`src/rtl/instr_fetch_if.sv`:
```
// rtl/instr_fetch_if.sv - fetch-stage bundle: imem request/response, redirect, decode handshake
// master: the fetch stage (drives imem requests and the if_* decode outputs)
// slave : the environment (memory, branch unit and decode)
interface instr_fetch_if;
    logic        imem_req_valid;
    logic        imem_req_ready;
    logic [31:0] imem_req_addr;
    logic        imem_rsp_valid;
    logic [31:0] imem_rsp_data;
    logic        redirect_valid;
    logic [31:0] redirect_pc;
    logic        if_valid;
    logic        if_ready;
    logic [31:0] if_pc;
    logic [31:0] if_instr;
    logic [6:0]  if_opcode;
    logic [2:0]  if_funct3;
    logic [6:0]  if_funct7;

    modport master (
        output imem_req_valid, imem_req_addr,
        input  imem_req_ready,
        input  imem_rsp_valid, imem_rsp_data,
        input  redirect_valid, redirect_pc,
        output if_valid, if_pc, if_instr, if_opcode, if_funct3, if_funct7,
        input  if_ready
    );

    modport slave (
        input  imem_req_valid, imem_req_addr,
        output imem_req_ready,
        output imem_rsp_valid, imem_rsp_data,
        output redirect_valid, redirect_pc,
        input  if_valid, if_pc, if_instr, if_opcode, if_funct3, if_funct7,
        output if_ready
    );
endinterface

```
`src/rtl/instr_fetch.sv`:
```
// rtl/instr_fetch.sv - instruction fetch stage: PC, imem handshake, in-order instruction buffer
// Ports: clk; rst_n (synchronous, active low); bus (instr_fetch_if.master).
// Optional feature macro IFETCH_BYPASS_EN: a response arriving while the buffer is
// empty is presented to decode combinationally in the same cycle.
module instr_fetch #(
    parameter logic [31:0] RESET_PC   = 32'h0000_0000,
    parameter int unsigned FIFO_DEPTH = 2
) (
    input  logic          clk,
    input  logic          rst_n,
    instr_fetch_if.master bus
);
    localparam int unsigned PW  = $clog2(FIFO_DEPTH);
    localparam int unsigned CW  = $clog2(FIFO_DEPTH + 1);
    localparam int unsigned OW  = CW + 2;
    localparam logic [31:0] NOP = 32'h0000_0013;

    logic [31:0]   pc_q, pc_d;
    logic [CW-1:0] inflight_q, inflight_d;
    logic [CW-1:0] discard_q, discard_d;
    logic [CW-1:0] count_q, count_d;
    logic [PW-1:0] head_q, head_d, tail_q, tail_d;
    logic [PW-1:0] tag_head_q, tag_head_d, tag_tail_q, tag_tail_d;
    logic [31:0]   fifo_instr_q [FIFO_DEPTH];
    logic [31:0]   fifo_pc_q    [FIFO_DEPTH];
    logic [31:0]   tag_q        [FIFO_DEPTH];

    logic          rsp_live, rsp_stale, rsp_keep, bypass;
    logic          if_valid_w, pop, fifo_pop, fifo_push, tag_push;
    logic          req_valid, accept;
    logic [31:0]   tag_pc, head_instr, head_pc, out_instr;
    logic [OW-1:0] occupancy, credit_lim;
    logic          unused_redirect_lsb;

    assign unused_redirect_lsb = ^bus.redirect_pc[1:0];

    function automatic logic [PW-1:0] ptr_inc(input logic [PW-1:0] p);
        return (p == PW'(FIFO_DEPTH - 1)) ? '0 : p + 1'b1;
    endfunction

    always_comb begin
        // A response while nothing is outstanding is ignored outright.
        rsp_live  = bus.imem_rsp_valid && (inflight_q != '0);
        rsp_stale = rsp_live && (discard_q != '0);
        rsp_keep  = rsp_live && (discard_q == '0) && !bus.redirect_valid;
        tag_pc    = tag_q[tag_head_q];
`ifdef IFETCH_BYPASS_EN
        bypass    = rst_n && rsp_keep && (count_q == '0);
`else
        bypass    = 1'b0;
`endif
        if_valid_w = (count_q != '0) || bypass;
        head_instr = bypass ? bus.imem_rsp_data : fifo_instr_q[head_q];
        head_pc    = bypass ? tag_pc : fifo_pc_q[head_q];
        out_instr  = if_valid_w ? head_instr : NOP;
        pop        = if_valid_w && bus.if_ready;
        fifo_pop   = pop && !bypass;
        // A bypassed word consumed by decode never touches the buffer.
        fifo_push  = rsp_keep && !(bypass && bus.if_ready);

        // Credit: everything outstanding or buffered must fit in the buffer.
        // A pop or a dropped stale response this cycle frees one slot early.
        occupancy  = OW'(inflight_q) + OW'(count_q);
        credit_lim = OW'(FIFO_DEPTH) + OW'(pop) + OW'(rsp_stale);
        req_valid  = rst_n && (occupancy < credit_lim);
        accept     = req_valid && bus.imem_req_ready;

        pc_d = pc_q;
        if (bus.redirect_valid) begin
            pc_d = {bus.redirect_pc[31:2], 2'b00};
        end else if (accept) begin
            pc_d = pc_q + 32'd4;
        end

        inflight_d = inflight_q + CW'(accept) - CW'(rsp_live);
        discard_d  = discard_q - CW'(rsp_stale);
        // Everything still outstanding after a redirect belongs to the old path.
        if (bus.redirect_valid) begin
            discard_d = inflight_d;
        end

        tag_push   = 1'b0;
        tag_head_d = tag_head_q;
        tag_tail_d = tag_tail_q;
        head_d     = head_q;
        tail_d     = tail_q;
        count_d    = count_q;
        if (bus.redirect_valid) begin
            tag_head_d = '0;
            tag_tail_d = '0;
            head_d     = '0;
            tail_d     = '0;
            count_d    = '0;
        end else begin
            if (accept) begin
                tag_push   = 1'b1;
                tag_tail_d = ptr_inc(tag_tail_q);
            end
            if (rsp_keep) begin
                tag_head_d = ptr_inc(tag_head_q);
            end
            if (fifo_push) begin
                tail_d = ptr_inc(tail_q);
            end
            if (fifo_pop) begin
                head_d = ptr_inc(head_q);
            end
            count_d = count_q + CW'(fifo_push) - CW'(fifo_pop);
        end
    end

    always_ff @(posedge clk) begin
        if (!rst_n) begin
            pc_q       <= RESET_PC;
            inflight_q <= '0;
            discard_q  <= '0;
            count_q    <= '0;
            head_q     <= '0;
            tail_q     <= '0;
            tag_head_q <= '0;
            tag_tail_q <= '0;
        end else begin
            pc_q       <= pc_d;
            inflight_q <= inflight_d;
            discard_q  <= discard_d;
            count_q    <= count_d;
            head_q     <= head_d;
            tail_q     <= tail_d;
            tag_head_q <= tag_head_d;
            tag_tail_q <= tag_tail_d;
        end
    end

    // Storage arrays carry no reset; occupancy is tracked by the pointers above.
    always_ff @(posedge clk) begin
        if (fifo_push) begin
            fifo_instr_q[tail_q] <= bus.imem_rsp_data;
            fifo_pc_q[tail_q]    <= tag_pc;
        end
        if (tag_push) begin
            tag_q[tag_tail_q] <= pc_q;
        end
    end

    assign bus.imem_req_valid = req_valid;
    assign bus.imem_req_addr  = pc_q;
    assign bus.if_valid       = if_valid_w;
    assign bus.if_instr       = out_instr;
    assign bus.if_pc          = if_valid_w ? head_pc : 32'h0;
    assign bus.if_opcode      = out_instr[6:0];
    assign bus.if_funct3      = out_instr[14:12];
    assign bus.if_funct7      = out_instr[31:25];
endmodule

```
`src/flat_wrapper.sv`:
```
// flat-port wrapper written by rule: the top's interface ports become plain ports
module instr_fetch_flat 
#(
    parameter logic [31:0] RESET_PC   = 32'h0000_0000,
    parameter int unsigned FIFO_DEPTH = 2
)
  (clk, rst_n, bus_imem_req_valid, bus_imem_req_addr, bus_imem_req_ready, bus_imem_rsp_valid, bus_imem_rsp_data, bus_redirect_valid, bus_redirect_pc, bus_if_valid, bus_if_pc, bus_if_instr, bus_if_opcode, bus_if_funct3, bus_if_funct7, bus_if_ready);
  instr_fetch_if bus_i ();
  input  logic clk;
  input  logic rst_n;
  output wire logic [$bits(bus_i.imem_req_valid)-1:0] bus_imem_req_valid;
  output wire logic [$bits(bus_i.imem_req_addr)-1:0] bus_imem_req_addr;
  input wire logic [$bits(bus_i.imem_req_ready)-1:0] bus_imem_req_ready;
  input wire logic [$bits(bus_i.imem_rsp_valid)-1:0] bus_imem_rsp_valid;
  input wire logic [$bits(bus_i.imem_rsp_data)-1:0] bus_imem_rsp_data;
  input wire logic [$bits(bus_i.redirect_valid)-1:0] bus_redirect_valid;
  input wire logic [$bits(bus_i.redirect_pc)-1:0] bus_redirect_pc;
  output wire logic [$bits(bus_i.if_valid)-1:0] bus_if_valid;
  output wire logic [$bits(bus_i.if_pc)-1:0] bus_if_pc;
  output wire logic [$bits(bus_i.if_instr)-1:0] bus_if_instr;
  output wire logic [$bits(bus_i.if_opcode)-1:0] bus_if_opcode;
  output wire logic [$bits(bus_i.if_funct3)-1:0] bus_if_funct3;
  output wire logic [$bits(bus_i.if_funct7)-1:0] bus_if_funct7;
  input wire logic [$bits(bus_i.if_ready)-1:0] bus_if_ready;
  assign bus_imem_req_valid = bus_i.imem_req_valid;
  assign bus_imem_req_addr = bus_i.imem_req_addr;
  assign bus_i.imem_req_ready = bus_imem_req_ready;
  assign bus_i.imem_rsp_valid = bus_imem_rsp_valid;
  assign bus_i.imem_rsp_data = bus_imem_rsp_data;
  assign bus_i.redirect_valid = bus_redirect_valid;
  assign bus_i.redirect_pc = bus_redirect_pc;
  assign bus_if_valid = bus_i.if_valid;
  assign bus_if_pc = bus_i.if_pc;
  assign bus_if_instr = bus_i.if_instr;
  assign bus_if_opcode = bus_i.if_opcode;
  assign bus_if_funct3 = bus_i.if_funct3;
  assign bus_if_funct7 = bus_i.if_funct7;
  assign bus_i.if_ready = bus_if_ready;
  instr_fetch #(.RESET_PC(RESET_PC), .FIFO_DEPTH(FIFO_DEPTH)) u_core (.clk(clk), .rst_n(rst_n), .bus(bus_i));
endmodule
```
`config.mk`:
```
export PLATFORM = sky130hd
export DESIGN_NAME = instr_fetch_flat
export DESIGN_NICKNAME = d
export VERILOG_FILES = /design/src/rtl/instr_fetch_if.sv /design/src/rtl/instr_fetch.sv /design/src/flat_wrapper.sv
export SDC_FILE = /design/constraint.sdc
export NUM_CORES = 1
export LEC_CHECK = 0
export BUFFER_PORTS_ARGS = -buffer_cell sky130_fd_sc_hd__clkbuf_2
export CAP_MARGIN = 20
export CORE_UTILIZATION = 57
export CTS_BUF_LIST = sky130_fd_sc_hd__clkbuf_4 sky130_fd_sc_hd__clkbuf_8
export DETAILED_ROUTE_END_ITERATION = 10
export GPL_TIMING_DRIVEN = 0
export PLACE_DENSITY = 0.82
export SLEW_MARGIN = 5
export SYNTH_ARGS = -nofsm -noshare
export SYNTH_HDL_FRONTEND = slang
export SYNTH_SLANG_ARGS = --single-unit
```
`constraint.sdc`:
```
create_clock -name clk -period 6.48 [get_ports clk]
set_input_delay 0.648 -clock clk [delete_from_list [all_inputs] [get_ports clk]]
set_output_delay 0.648 -clock clk [all_outputs]
set_load 0.03 [all_outputs]
```
; ---- Word-level counts from Yosys, hierarchy flattened
; Memories as Yosys holds them, arrays and structs flattened. A register that Yosys moved wholly into a read port is not among the register bits.
; Cells that the tools add are included.
[word_totals]
input_bits = 70
n_memories = 3
elab_cells = 62
out_inout_bits = 115
reg_bits = 42
mem_bits_rw = 192
[memory_table]
columns = name, words, word_bits, read_ports, rd_clocked_by_memory_dff, write_ports, line_no
row1 = u_core.fifo_instr_q, 2, 32, 1, 1, 1, instr_fetch.sv:24  ; logic [31:0] fifo_instr_q [FIFO_DEPTH];
row2 = u_core.fifo_pc_q, 2, 32, 1, 1, 1, instr_fetch.sv:25  ; logic [31:0] fifo_pc_q [FIFO_DEPTH];
row3 = u_core.tag_q, 2, 32, 1, 1, 1, instr_fetch.sv:26  ; logic [31:0] tag_q [FIFO_DEPTH];
[classes]
addsub = 13
magnitude_cmp = 1
mux = 21
reduce_logical = 14
bitwise = 1
[ops]
columns = op, n
row1 = $mux 32, 4
row2 = $add 32x3->32 const B, 1
row3 = $mux 1, 16
row4 = $reduce_bool 2->1, 4
row5 = $logic_and 1x1->1, 7
row6 = $sub 2x1->2, 3
row7 = $add 1x1->1 const B, 4
row8 = $add 2x1->2, 2
row9 = $add 4x1->4, 1
row10 = $lt 4x4->1, 1
row11 = $add 2x1->3 const A, 1
row12 = $add 2x2->3, 1
row13 = $logic_not 2->1, 1
row14 = $mux 2, 1
row15 = $reduce_or 2->1, 1
row16 = $logic_not 1->1, 1
row17 = $not 1->1, 1

; ---- Logic depth before layout (Yosys ltp)
; Gate-level depths: netlist of the first run.
[logic_depth]
ltp_word = 11
mapped_depth = 14
mapped_depth_nobuf = 14

; ---- Worst setup path before layout of the first run
; Ideal clock, no wire load.
[synth_path]
path_type = input port to flip-flop
start = in bus_imem_rsp_valid
end = mem u_core.fifo_instr_q[0][0] (enable)
path_slack_ns = 0.753
path_stages = 3
n_path_buf = 0
arrival_ns = 5.169
required_ns = 5.922
setup_time_ns = 0.558
cell_sequence = o21ai_0 nand2b_1 nor3_1
[synth_via]
elab_chain_len = 5
[synth_rtl]
columns = element, line_no
row1 = start: declaration, flat_wrapper.sv:14  ; input wire logic [$bits(bus_i.imem_rsp_valid)-1:0] bus_imem_rsp_valid;
row2 = $logic_and 1x1->1, instr_fetch.sv:43  ; rsp_live = bus.imem_rsp_valid && (inflight_q != '0);
row3 = $logic_and 1x1->1 (2 in series), instr_fetch.sv:45  ; rsp_keep = rsp_live && (discard_q == '0) && !bus.redirect_valid;
row4 = $mux 1, instr_fetch.sv:136  ; if (fifo_push) begin
row5 = $mux 1 (not written as such), instr_fetch.sv:137  ; fifo_instr_q[tail_q] <= bus.imem_rsp_data;
row6 = end: declaration, instr_fetch.sv:24
; No other way between the ends.

; ---- Worst setup path after layout of the first run
[layout_path]
start = reg u_core.count_q[1]
end = out bus_imem_req_valid
[layout_via]
elab_chain_len = 6
elab_cells_between_ends = 7
cone_classes = add/sub (3) / order compare (1) / reduce/logical (3)
[layout_rtl]
columns = element, line_no
row1 = start: declaration, instr_fetch.sv:21  ; logic [CW-1:0] count_q, count_d;
row2 = start signal: assignment, instr_fetch.sv:126  ; count_q <= count_d;
row3 = $reduce_bool 2->1, instr_fetch.sv:52  ; if_valid_w = (count_q != '0) || bypass;
row4 = $logic_and 1x1->1, instr_fetch.sv:56  ; pop = if_valid_w && bus.if_ready;
row5 = net u_core.fifo_pop, instr_fetch.sv:29  ; logic if_valid_w, pop, fifo_pop, fifo_push, tag_push;
row6 = $add 2x1->3, instr_fetch.sv:64  ; credit_lim = OW'(FIFO_DEPTH) + OW'(pop) + OW'(rsp_stale);
row7 = $add 4x1->4, instr_fetch.sv:64
row8 = $lt 4x4->1, instr_fetch.sv:65  ; req_valid = rst_n && (occupancy < credit_lim);
row9 = $logic_and 1x1->1, instr_fetch.sv:65
row10 = end: declaration, flat_wrapper.sv:11  ; output wire logic [$bits(bus_i.imem_req_valid)-1:0] bus_imem_req_valid;
; The timed path passes the listed nets, and every way through them passes these cells.

==> qor.yml, run 1 <==
syn_avg_cell_area_sq_um: 14.2
end_kind: "output pin"
die_area_sq_mm: 0.0169
ys_ff_latch: 226
portBuffers: 178
rsz0062_at_grt: "no"
die_h_um: 130
setup_ws_ns: 2.77
via_per_inst: 5.32
finalSetupViolCount: 0
holdPathStages: 1
p_sw_share_pct: 25.2
dp_cells: 1065
path_clk_slew_ns: 0.06
min_from: "bus_imem_rsp_data[0]"
synth.most_common_cell: "edfxtp_1"
num_rows: 46
status: "finished clean"
preCtsSetupSlack_ns: 2.87
vias: 6000
pwr-share-clk_pct: 35.3
yosys.area.top_type: "edfxtp_1"
cts_resized: 0
final_cells: 1128
core_area_sq_mm: 0.0159
firstDrtPassIters: 5
post_cts_buffers: 0
rr_startpoint: "u_core.count_q[1]$_SDFF_PP0_"
p_leak_nw: 4.23
skew_ns: 0.0177
finalPower_w: 0.00329
place_congestion: 0.853
worst_pin_slew_ns: 0.800
crit_path_start_kind: "register"
finalHoldViolCount: 0
hp-class: "input pin to register"
yosysUniqueCellTypes: 51
ant_nets: 0
htreeDepth: 2
clockBufferDepth: 3
cts_buffers: 36
cts_hold_buffers: 0
synth_edf_count: 184
finalNetCount: 968
cts.sinks: 226
cts_tree: "yes"
synth_flop_cell: "edfxtp_1"
max_slew_margin_pct: 46.6
drive_gt1_share_pct: 35.2
grt_pass1_wl_mm: 28.9
clk_latency_ns: 0.52
io_pins: 185
p_comb_share_pct: 12.5
synth_warnings: 0
routed_wl_mm: 19.4
start_util_pct: 58.6
cp_data_arrival_time_ns: 3.06
remaining_drc_errors: 0
slew_violations: 0
worstPathMaxFanout: 6
required_ns: 5.83
final.min_clock_period_ns: 3.71
p_int_w: 0.00246
p_sw_w: 0.000829
area_growth_syn_to_layout_pct: 21.3
antenna_found_initial: 0
reg2regPathDepth: 10
syn_inst: 660
fin_crit_sh_pct: 57.3
dieWidth_um: 130
hpwl_mm: 13.5
timing.critical_path.from: "u_core.count_q[1]$_SDFF_PP0_"
grtUsageTotal_pct: 23.1
avgRoutedWirePerCell_um: 17.2
async_reset_ff_share_pct: 0
dpl-instance-area_sq_mm: 0.0106
peakVddDrop_v: 0.000176
clock-root-buffer: "clkbuf_8"
synth_top_area_share_pct: 59.1
antennaDiodeCount: 0
fmax_mhz: 269
synth_seq_area_share_pct: 68.1
powerDensity_mw_per_mm2: 290
maxCapViolCount: 0
path_class: "register to output pin"
netlist_top_cells_count: "184 x edfxtp_1, 82 x nor2_1, 62 x mux2i_1"
seq_power_share_pct: 52.3
syn_area_sq_mm: 0.00934
grt_pass1_vias: 5569
grt_max_degree: 53
fin_area_sq_mm: 0.0113
grt_overflow: 0
drt_iter0_drc: 458
finalCoreUtilization_pct: 71.1
yosys-top-cells-area: "edfxtp_1 59%, dfxtp_1 9.0%, mux2i_1 6.6%"
==> layout make-up <==
class / instances / area (sq um)
plain buffers: 48 / 272
clock buffers: 49 / 606
clock inverters: 14 / 82.6
fillers: 1072 / 4610
inverters: 15 / 56.3
multi-input cells: 374 / 2680
flip-flops and latches: 226 / 6370
well taps: 216 / 270
repair buffers: 186 / 1010
==> path summary, 6_finish.rpt <==
check / to / slack, ns
max: bus_imem_req_valid / 2.77
min reg2reg: u_core.head_q$_SDFFE_PP0N_ / 0.52
min: u_core.fifo_instr_q[1][0]$_DFFE_PP_ / 0.32
max reg2reg: u_core.tag_q[1][20]$_DFFE_PP_ / 2.89
==> stage by stage <==
stage | TNS [ns] | hold WS, ns
finish | 0 | 0.319
global route | 0 | 0.298
CTS | 0 | 0.284
detailed placement | 0 | 0.507
global placement | -126.31 | 0.488
floorplan | 0 | 0.472
==> sequential cells by signal, indices dropped and copies added, names as in the netlist, named ones only <==
name	flops
u_core.discard_q	2
u_core.tail_q	1
u_core.count_q	2
u_core.tag_q	60
u_core.inflight_q	2
u_core.bus.imem_req_addr	30
u_core.fifo_instr_q	64
u_core.tag_head_q	1
u_core.tag_tail_q	1
u_core.head_q	1
u_core.fifo_pc_q	60
==> cells by family after synthesis <==
group	synth area share, %
AOI/OAI and AO/OA	3.90
xor gates and xnor gates	3.28
adders and majority gates	1.55
buffers and inverters	3.51
DFF	68.1
muxes	10.3
other	0.0401
and+or+nand+nor	9.33
==> cells in the final DEF, fill, tap and decap left out, types with 20 or more instances in the layout <==
| cell type | netlist | layout |
|---|---|---|
| mux2_2 | 30 | 30 |
| dfxtp_1 | 42 | 42 |
| o21ai_0 | 22 | 22 |
| clkbuf_2 | 0 | 178 |
| clkbuf_8 | 0 | 38 |
| mux2i_1 | 62 | 62 |
| buf_4 | 22 | 24 |
| edfxtp_1 | 184 | 184 |
| a21oi_1 | 24 | 24 |
| nor2_1 | 82 | 81 |
| nand2_1 | 20 | 20 |
| xnor2_1 | 20 | 20 |
==> worst max-delay path, stage by stage (launching register included) <==
cell and delay (ns):
dfxtp_1 0.35, nor2_1 0.44, inv_1 0.22, and2_1 0.31
ha_1 0.26, inv_1 0.06, ha_1 0.23, nand2_1 0.13
o21ai_0 0.10, nor3_1 0.21, clkbuf_2 0.26
==> routing by layer <==
metal | global-route usage, % | up-vias | share of wire, %
met5 | 0 | - | 0
met1 | 29.1 | 2841 | 40
met2 | 38.4 | 266 | 49
met4 | 9.17 | 0 | 2.2
met3 | 5.82 | 35 | 9.1
li1 | - | 2858 | -
==> power groups by stage <==
stage | logic (W) | clock network (W) | registers, W
2_1_floorplan | 0.000253 | 0 | 0.00177
3_3_place_gp | 0.000387 | 0 | 0.00176
3_5_place_dp | 0.000409 | 0 | 0.00175
4_1_cts | 0.000412 | 0.00118 | 0.00172
5_1_grt | 0.000447 | 0.00125 | 0.00173
6_report | 0.000410 | 0.00116 | 0.00172
Power figures use the tool's default switching activity.
==> run 2: changes to the inputs <==
- clock period: 6.48 -> 3.7 ns (I/O delays scaled with it)
==> qor.yml, run 2 (synthesis results as in run 1) <==
status: "finished clean"
dpl-instance-area_sq_mm: 0.0106  # -0.15%
final_cell_mix: "184 x edfxtp_1, 178 x clkbuf_2, 80 x nor2_1"
via_per_inst: 5.39  # +1.2%
hpwl_mm: 13.5  # +0.51%
grtUsageTotal_pct: 23.7  # +0.66 points
portBuffers: 178  # unchanged
remaining_drc_errors: 0  # unchanged
cts_buffers: 36  # unchanged
maxCapViolCount: 0  # unchanged
vias: 6053  # +0.88%
worstPathMaxFanout: 6  # unchanged
htreeDepth: 2  # unchanged
reg.largest.list: "u_core.fifo_instr_q x64, u_core.fifo_pc_q x60, u_core.tag_q x60"
dieWidth_um: 130  # unchanged
setup_ws_ns: 0.366  # -2.40 ns
core_area_sq_mm: 0.0159  # unchanged
fin_crit_sh_pct: 90.1
rsz0062_at_grt: "no"
finalCoreUtilization_pct: 71.1  # about the same
final_cells: 1124  # -0.35%
largest_reg_flops: 64  # unchanged
die_area_sq_mm: 0.0169  # unchanged
crit_path_start_kind: "register"
timing.critical_path.from: "u_core.count_q[1]$_SDFF_PP0_"
path_class: "register to output pin"
ant_nets: 0  # unchanged
antenna_found_initial: 0  # unchanged
final.min_clock_period_ns: 3.33
fillers: 1084  # +1.1%
rr_startpoint: "u_core.count_q[1]$_SDFF_PP0_"
finalSetupViolCount: 0  # unchanged
die_h_um: 130  # unchanged
cp_data_arrival_time_ns: 2.96  # -0.10 ns
grt_overflow: 0  # unchanged
clk_latency_ns: 0.51  # about the same
io_pins: 185  # unchanged
required_ns: 3.33  # -2.50 ns
drt_iter0_drc: 384  # -16%
hp-class: "input pin to register"
routed_wl_mm: 19.7  # +1.3%
grt_pass1_wl_mm: 29.9  # +3.4%
grt_pass1_vias: 5843  # +4.9%
post_cts_buffers: 0  # unchanged
peakVddDrop_v: 0.000286  # +62%
final_common_cell: "edfxtp_1"
slew_violations: 0  # unchanged
powerDensity_mw_per_mm2: 512  # +76%
start_util_pct: 58.6  # unchanged
max_slew_margin_pct: 41.2  # -5.5 points
preCtsSetupSlack_ns: 0.0552  # -2.81 ns
end_kind: "output pin"
path_clk_slew_ns: 0.06  # about the same
skew_ns: 0.0133  # -0.00441 ns
finalNetCount: 965  # -0.31%
ff2ff_setup_slack_ns: 0.44  # -2.45 ns
clockBufferDepth: 3  # unchanged
min_from: "bus_imem_rsp_data[3]"
p_leak_nw: 4.22  # -0.33%
cts_hold_buffers: 0  # unchanged
fmax_mhz: 300
cts.sinks: 226  # unchanged
num_rows: 46  # unchanged
largest_register: "u_core.fifo_instr_q"
clock-root-buffer: "clkbuf_8"
area_growth_syn_to_layout_pct: 21.4  # about the same
finalHoldViolCount: 0  # unchanged
grt_max_degree: 63  # +19%
firstDrtPassIters: 4  # -1
avgRoutedWirePerCell_um: 17.5  # +1.6%
dp_cells: 1062  # -0.28%
cts_tree: "yes"
antennaDiodeCount: 0  # unchanged
drive_gt1_share_pct: 35.5  # +0.27 points
fin_area_sq_mm: 0.0113  # about the same
place_congestion: 0.871  # +2.2%
worst_pin_slew_ns: 0.882  # +0.0821 ns
run 2: cell types whose count changed in the layout (fill, tap and decap cells not counted), sizes merged:
cell,before,now
clkinv,13,9
buf,37,34
clkbuf,246,248
clkinvlp,0,1
run 2: layout make-up:
cell class,instances,area [sq um],area share [%]
sequential,226,6370,56.1
multi-input combinational,374,2690,23.7
timing repair buffer,183,983,8.67
clock buffer,51,627,5.53
buffer,48,272,2.39
tap,216,270,2.38
clock inverter,11,75.1,0.662
inverter,15,56.3,0.497
run 2: metrics by stage:
stage | hold WS [ns] | setup TNS (ns) | power (W)
final | 0.0544 | 0 | 0.00580
after global routing | 0.0201 | 0 | 0.00603
after CTS | 0.0152 | 0 | 0.00585
after detailed placement | 0.506 | 0 | 0.00379
after global placement | 0.488 | -145.89 | 0.00375
after floorplan | 0.469 | 0 | 0.00353
run 2: what timing repair did:
action,in CTS,in global routing
endpoints found under the setup margin,0,32
resized for setup,0,2
hold endpoints to repair,0,0
run 2: worst max-delay path, stage by stage, from the launching register on:
cell,delay [ns]
dfxtp_1,0.36
nor2_2,0.35
inv_1,0.20
and2_1,0.30
ha_1,0.25
inv_1,0.07
ha_1,0.23
nand2_1,0.13
o21ai_0,0.11
nor3_1,0.21
clkbuf_2,0.25
run 2: path summary, 6_finish.rpt:
check | to | cells after the start
setup reg to reg | u_core.discard_q[1]$_SDFF_PN0_ | 14
hold reg to reg | u_core.tag_q[0][15]$_DFFE_PP_ | 0
hold / removal | u_core.fifo_instr_q[0][3]$_DFFE_PP_ | 1
setup / recovery | bus_imem_req_valid | 10
run 2: layer usage:
metal	up-vias	share of wire, %	GRT usage [%]
li1	2845	-	-
met1	2910	41	30.1
met2	256	49	39.2
met3	42	7.3	5.86
met4	0	2.8	9.71
met5	-	0	0
run 2: power by group:
| part | internal (W) | switching (W) | total, W |
|---|---|---|---|
| clock | 0.00116 | 0.000907 | 0.00207 |
| sequential | 0.00292 | 0.0000912 | 0.00302 |
| combinational | 0.000264 | 0.000459 | 0.000722 |
==> run 3: changes to the inputs <==
- clock period: 3.7 -> 3.4 ns (I/O delays scaled with it)
==> qor.yml, run 3 (synthesis results as in run 1) <==
finalNetCount: 986  # +2.2%
path_class: "register to output pin"
cts.sinks: 226  # unchanged
cpMaxStageDelayCell: "dfxtp_1"
num_rows: 46  # unchanged
required_ns: 3.06  # -0.27 ns
peakVddDrop_v: 0.000301  # +5.3%
setup_ws_ns: 0.158  # -0.208 ns
drt_iter0_drc: 348  # -9.4%
firstDrtPassIters: 5  # +1
avgRoutedWirePerCell_um: 17.4  # -0.27%
reg.largest.list: "u_core.fifo_instr_q x64, u_core.fifo_pc_q x60, u_core.tag_q x60"
core_area_sq_mm: 0.0159  # unchanged
fmax_mhz: 308
slowest_delay_ns: 0.35  # about the same
critPathTopFamily: "simple AND/OR/NAND/NOR gates"
post_cts_buffers: 0  # unchanged
end_kind: "output pin"
ant_nets: 0  # unchanged
grt_max_degree: 63  # unchanged
maxCapViolCount: 0  # unchanged
io_pins: 185  # unchanged
finalHoldViolCount: 0  # unchanged
via_per_inst: 5.29  # -1.8%
antennaDiodeCount: 0  # unchanged
vias: 6058  # +0.083%
portBuffers: 178  # unchanged
cts_buffers: 36  # unchanged
die_area_sq_mm: 0.0169  # unchanged
finalPower_w: 0.00630  # +8.6%
preCtsSetupSlack_ns: -0.162  # -0.217 ns
status: "finished clean"
grt_pass1_vias: 5907  # +1.1%
drive_gt1_share_pct: 34.9  # -0.59 points
worstPathBufferInverterCount: 3  # unchanged
clk_latency_ns: 0.50  # about the same
path_clk_slew_ns: 0.06  # about the same
dieWidth_um: 130  # unchanged
skew_ns: 0.0165  # +0.00320 ns
final_cell_mix: "184 x edfxtp_1, 178 x clkbuf_2, 80 x nor2_1"
remaining_drc_errors: 0  # unchanged
largest_register: "u_core.fifo_instr_q"
hpwl_mm: 13.3  # -1.6%
antenna_found_initial: 0  # unchanged
fin_setup_tns_ns: 0  # unchanged
clockBufferDepth: 3  # unchanged
final_common_cell: "edfxtp_1"
htreeDepth: 2  # unchanged
worst_pin_slew_ns: 0.921  # +0.0386 ns
routed_wl_mm: 20.0  # +1.6%
start_util_pct: 58.6  # unchanged
path_cells: "nor2_2, inv_1, and2_1, ha_1, inv_1, ha_1, nand2_1, o21ai_0, nor3_1, clkbuf_2"
crit_path_start_kind: "register"
grtUsageTotal_pct: 23.6  # -0.13 points
die_h_um: 130  # unchanged
powerDensity_mw_per_mm2: 546  # +6.8%
slew_violations: 0  # unchanged
area_growth_syn_to_layout_pct: 23.4
max_slew_margin_pct: 38.4  # -2.8 points
cts_tree: "yes"
worstPathMaxFanout: 6  # unchanged
rsz0062_at_grt: "no"
grt_overflow: 0  # unchanged
fin_crit_sh_pct: 95.4
largest_reg_flops: 64  # unchanged
p_leak_nw: 4.31  # +2.1%
finalSetupViolCount: 0  # unchanged
place_congestion: 0.868  # -0.34%
grt_pass1_wl_mm: 29.8  # -0.48%
clock-root-buffer: "clkbuf_8"
final.min_clock_period_ns: 3.24
hp-class: "input pin to register"
cp_data_arrival_time_ns: 2.90  # -0.06 ns
-- run 3: changes by cell type in the layout (fill, tap and decap cells not counted), sizes merged --
cell	delta
clkinv	-1
dlygate4sd3	+21
clkbuf	+3
clkinvlp	-1
bufinv	-1
-- run 3: stage by stage --
step | hold WS [ns] | cells | cell area, sq um | util, %
CTS | 0.00612 | 1145 | 11500 | 72.3
detailed placement | 0.506 | 1062 | 10600 | 66.6
finish | 0.0357 | 1145 | 11500 | 72.3
floorplan | 0.439 | 663 | 9370 | -
global placement | 0.485 | 1057 | 10500 | 66.0
global route | 0.00538 | 1145 | 11500 | 72.3
-- run 3: repair_timing --
action / CTS / global route
resized for setup: 2 / 0
hold buffers: 21 / 0
endpoints found under the hold margin: 41 / 0
endpoints found under the setup margin: 31 / 0
-- run 3: path summary, 6_finish.rpt --
path                            slack, ns  cells after the start                                 startpoint                                    to
worst max-delay path                 0.16                     10               u_core.count_q[1]$_SDFF_PP0_                    bus_imem_req_valid
worst min-delay path                 0.04                      1                      bus_imem_rsp_data[13]  u_core.fifo_instr_q[0][13]$_DFFE_PP_
worst max register to register       0.23                     10               u_core.count_q[1]$_SDFF_PP0_         u_core.tag_q[1][25]$_DFFE_PP_
worst min register to register       0.52                      0  u_core.bus.imem_req_addr[27]$_SDFFE_PN0P_         u_core.tag_q[1][27]$_DFFE_PP_
-- run 3: report_power, final --
part           switching, W  internal [W]
registers         0.0000992       0.00318
clock network      0.000971       0.00124
logic              0.000508      0.000300
-- run 3: routing by layer --
layer  up-vias  GRT usage, %  share of wire [%]
li1       2890             -                  -
met1      2876          29.3                 41
met2       269          40.6                 50
met3        23          5.37                7.6
met4         0          8.34                1.8
met5         -             0                  0
-- run 3: area by class of cell --
type                            instances  area, sq um
Inverter                               15         56.3
Fill cell                            1081         4410
Clock inverter                          8         35.0
Multi-Input combinational cell        374         2690
Sequential cell                       226         6370
Tap cell                              216          270
Timing Repair Buffer                  204         1180
Clock buffer                           54          662
Buffer                                 48          272
